$ cat config.mk
export PLATFORM = sky130hd
export DESIGN_NAME = sha256_round_ctrl
export DESIGN_NICKNAME = d
export VERILOG_FILES = /design/src/rtl/sha256_round_ctrl.sv
export SDC_FILE = /design/constraint.sdc
export NUM_CORES = 1
export LEC_CHECK = 0
export ABC_AREA = 1
export BUFFER_PORTS_ARGS = -buffer_cell sky130_fd_sc_hd__clkbuf_2
export CAP_MARGIN = 20
export CORE_UTILIZATION = 25
export DETAILED_ROUTE_END_ITERATION = 12
export PLACE_DENSITY = 0.42
export SLEW_MARGIN = 10
export SYNTH_ARGS = -nofsm -noshare
export SYNTH_HDL_FRONTEND = slang
export SYNTH_SLANG_ARGS = --single-unit
$ cat constraint.sdc
create_clock -name clk -period 5.68 [get_ports clk]
set_clock_uncertainty 0.2 [all_clocks]
set_input_delay 1.136 -clock clk [delete_from_list [all_inputs] [get_ports clk]]
set_output_delay 1.136 -clock clk [all_outputs]
set_load 0.05 [all_outputs]
$ cat src/rtl/sha256_round_ctrl.sv
// sha256_round_ctrl: sequences one SHA-256 compression (load, ROUNDS rounds, chaining add).
// Define SHA256_CTRL_STALL_EN to let w_valid stall the rounds; otherwise every RUN cycle is a round.
module sha256_round_ctrl #(
    parameter int ROUNDS = 64
) (
    input  logic                      clk,
    input  logic                      rst_n,
    input  logic                      start,
    input  logic                      first_blk,
    input  logic                      w_valid,
    output logic                      w_ready,
    output logic [$clog2(ROUNDS)-1:0] round_idx,
    output logic                      dp_load,
    output logic                      dp_en,
    input  logic [255:0]              st_in,
    output logic [255:0]              chain_out,
    output logic                      busy,
    output logic                      done
);
    localparam int RW = $clog2(ROUNDS);
    localparam logic [RW-1:0] LAST = RW'(ROUNDS - 1);
    localparam logic [255:0] IV = {32'h6a09e667, 32'hbb67ae85, 32'h3c6ef372, 32'ha54ff53a,
                                   32'h510e527f, 32'h9b05688c, 32'h1f83d9ab, 32'h5be0cd19};

    typedef enum logic [1:0] {IDLE, LOAD, RUN, ADD} state_t;
    state_t state;

`ifdef SHA256_CTRL_STALL_EN
    assign dp_en = (state == RUN) && w_valid;
`else
    logic unused_w_valid;
    assign unused_w_valid = w_valid;
    assign dp_en = (state == RUN);
`endif
    assign w_ready = dp_en;

    always_ff @(posedge clk) begin
        if (!rst_n) begin
            state     <= IDLE;
            round_idx <= '0;
            chain_out <= '0;
            done      <= 1'b0;
            busy      <= 1'b0;
            dp_load   <= 1'b0;
        end else begin
            done <= 1'b0;
            case (state)
                IDLE: if (start) begin
                    state   <= LOAD;
                    busy    <= 1'b1;
                    dp_load <= 1'b1;
                    if (first_blk) chain_out <= IV;
                end
                LOAD: begin
                    state     <= RUN;
                    dp_load   <= 1'b0;
                    round_idx <= '0;
                end
                RUN: if (dp_en) begin
                    round_idx <= (round_idx == LAST) ? '0 : round_idx + RW'(1);
                    if (round_idx == LAST) state <= ADD;
                end
                ADD: begin
                    // word-wise mod 2^32 add, no carry between words
                    for (int i = 0; i < 8; i++)
                        chain_out[32*i +: 32] <= chain_out[32*i +: 32] + st_in[32*i +: 32];
                    state <= IDLE;
                    busy  <= 1'b0;
                    done  <= 1'b1;
                end
                default: state <= IDLE;
            endcase
        end
    end
endmodule

==> results.md <==
- Gr usage total: 0.206
- Vias in the first global route: approximately 30k
- Die Y: between 300 and 400 um
- Fin crit share: 0.554
- Post-layout min period: ~3.1 ns
- Post_cts resized: 0
- Crit-path cells: inv_1 > ha_1 > inv_2 > nand2_1 > nand2_8 > nand2_4 > inv_6 > buf_4 > o21ai_0 > a21o_1 > a21oi_1
- Hpwl dp: between 90000 and 100000 um
- Clk slew on worst S/H paths: roughly 0.050 ns
- Power per cell area: approximately 290 nW/um^2
- Global route overflow: 0
- Setup ws final: 2.53 ns
- Worst setup SP type: flop
- Area grow syn2layout: 20.3%
- Worst Hold Endpoint: chain_out[244]$_SDFFE_PN0P_
- H-Tree Level Count: 2
- Post-synth EDFFs: 0
- Final nets: roughly 6k
- Mapped Area: 27600 um^2
- Via density: ~4.5
- Inserted Clock Buffers: 43
- Max VDD drop: ~0.18 mV
- CP endpoint kind: flop
- Max incr delay on CP: roughly 0.48 ns
- Reg area: between 5000 and 6000 um^2
- Top delay family on crit path: buffers and inverters
- CTS tree: built
- Net Count, Synth: between 5k and 6k
- Hold Crit Start: chain_out[244]$_SDFFE_PN0P_
- Routed WL: ~120000 um
- Most used DFF post-synth: dfxtp_1
- Min-delay worst type: flop to flop
- Core ar.: 109000 um^2
- Pre-CTS WS: about 1.9 ns
- CTS sink cnt: 267
- Max FO, Critical Path: 73
- Worst-Skew Late Latency: just over 0.6 ns
- Mean Syn Cell Area: 5.55 um^2
- Initial antenna violation count: 9
- Largest net degree at the start of global routing: between 90 and 100
- Reg2reg end: chain_out[76]$_SDFFE_PN0P_
- Synth cell types: 41
- CP required: 6.01 ns
- Most common cell after layout, fill and taps aside: nand2_1
- Die span in x: 334 um
- Run status: finished clean
- Reg2Reg Depth: 11
- Slew @ Worst Pin: ~1.1 ns
- Max Cap Viol: 0
- R2R setup slack: roughly 2.5 ns
- Placed Cells: 6916
- Area of the multi-input gates: 18100 um^2
- Count of final setup violators: 0
- Ports: 528
- Worst setup path class: flop to flop
- Row Count: roughly 120
- Reg-to-reg startpoint: state[0]$_SDFFE_PN0P_
- Root Driver: clkbuf_16
- Routed vias: 31.4k
- Syn Inst Count: ~5.0k
- Drt pass-1 iters: 7
- Wire per inst: ~17 um
- Setup TNS: 0 ns
- WP buf/inv: 4
- Hold path depth: 2
- Fmax: about 0.32 GHz
- DRC: 0
- Leak: between 15 and 20 nW
- Fillers: between 10k and 15k
- Post-synthesis sequential area ratio: 0.193
- WP data arrival: around 3.5 ns
- Final hold vios: 0
- Routability cong.: 0.898
- Design Power: approximately 9.7 mW
- CTS Hold Bufs: 0
- Port bufs: 526
- Synth Register Bits: between 200 and 300
- Syn. warnings: 0
- Initial Util: 0.253
- Fin cells: between 6k and 7k
- Most frequent cells in the layout: 1763 x nand2_1, 1000 x inv_1, 525 x clkbuf_2, 395 x nor2_1, 371 x a21oi_1
- First-pass GRT wire length: between 150000 and 200000 um
- Fraction of layout instances using a drive strength above 1: 0.120
- Post-DRT Antenna Nets: 0
- Final number of max-transition violations: 0
- Post-CTS setup buffer count: 0
- CP max stage cell: nand2_8
- Max Root-Sink Buffers: 3
- Die Footprint: between 100000 and 150000 um^2
- Slew headroom: 0.284
- RSZ-0062 raised after global routing: no
- Detailed Route Iter0 Violations: 1738
- Async SR Flop Fraction: 0
==> sequential cells by signal, indices dropped and copies added, names as in the netlist <==
signal / cells
round_idx: 6
chain_out: 256
done: 1
state: 2
dp_load: 1
busy: 1
==> cell type report <==
| cell class | instances | area share |
|---|---|---|
| antenna | 6 | 0.000452 |
| clock buffer | 58 | 0.0365 |
| clock inverter | 14 | 0.00448 |
| inverter | 1004 | 0.114 |
| multi-input combinational | 3628 | 0.544 |
| sequential | 267 | 0.161 |
| tap | 1476 | 0.0556 |
| timing repair buffer | 541 | 0.0839 |
==> cell families after synthesis <==
group | after synthesis | synth area share
fa+ha+maj | 261 | 0.120
flops | 267 | 0.193
xor+xnor | 17 | 0.00539
compound gates | 681 | 0.138
simple gates | 2669 | 0.391
buf+inv | 1087 | 0.152
==> tightest hold or removal path, delay by kind of cell, from the launching register on <==
kind               cells  cell delay (ns)
AOI/OAI and AO/OA      1             0.05
and+or+nand+nor        1             0.06
DFF                    1             0.32
==> where the power goes <==
group	total (mW)	switching, mW	leakage [nW]	internal [mW]
clock network	2.73	1.11	0.682	1.61
registers	2.39	0.263	2.18	2.13
logic	4.53	3.29	16.7	1.25
total	9.66	4.67	19.5	4.99
==> per-layer routing <==
layer	wire, um	track usage
met3	6990	0.0408
met2	54200	0.347
met5	42	0
met4	2440	0.0471
met1	54800	0.270
==> synth_stat cells, drive strengths merged, types with 11 or more instances <==
cell type	n	area (um^2)
nand3	363	1820
nand2	1765	6640
o21ai	164	821
and2	11	68.8
dfxtp	267	5350
a31oi	14	87.6
clkbuf	45	169
buf	38	270
nor3	49	245
o21bai	45	342
ha	253	3170
a21oi	371	1860
a21o	20	150
inv	1003	3760
nor2	395	1480
or2	39	244
o211ai	45	338
nand4	34	213
==> worst max path at each step <==
| stage | startpoint | endpoint | slack, ns | depth (start not counted) |
|---|---|---|---|---|
| global placement | start | chain_out[76]$_SDFFE_PN0P_ | 1.91 | 9 |
| floorplan | st_in[224] | chain_out[238]$_SDFFE_PN0P_ | 2.80 | 12 |
| finish | state[0]$_SDFFE_PN0P_ | chain_out[76]$_SDFFE_PN0P_ | 2.53 | 11 |
| global route | state[0]$_SDFFE_PN0P_ | chain_out[76]$_SDFFE_PN0P_ | 2.25 | 9 |
| detailed placement | first_blk | chain_out[76]$_SDFFE_PN0P_ | 1.92 | 9 |
| CTS | state[0]$_SDFFE_PN0P_ | chain_out[76]$_SDFFE_PN0P_ | 2.43 | 9 |
==> metrics by stage <==
stage	hold slack, ns	cell area, um^2	utilization
final	0.282	33200	0.304
after detailed placement	0.277	31900	0.292
after global routing	0.302	33200	0.304
after global placement	0.274	31900	0.292
after floorplan	0.290	27600	-
after CTS	0.285	33200	0.304
(Power assumes the default switching activity.)
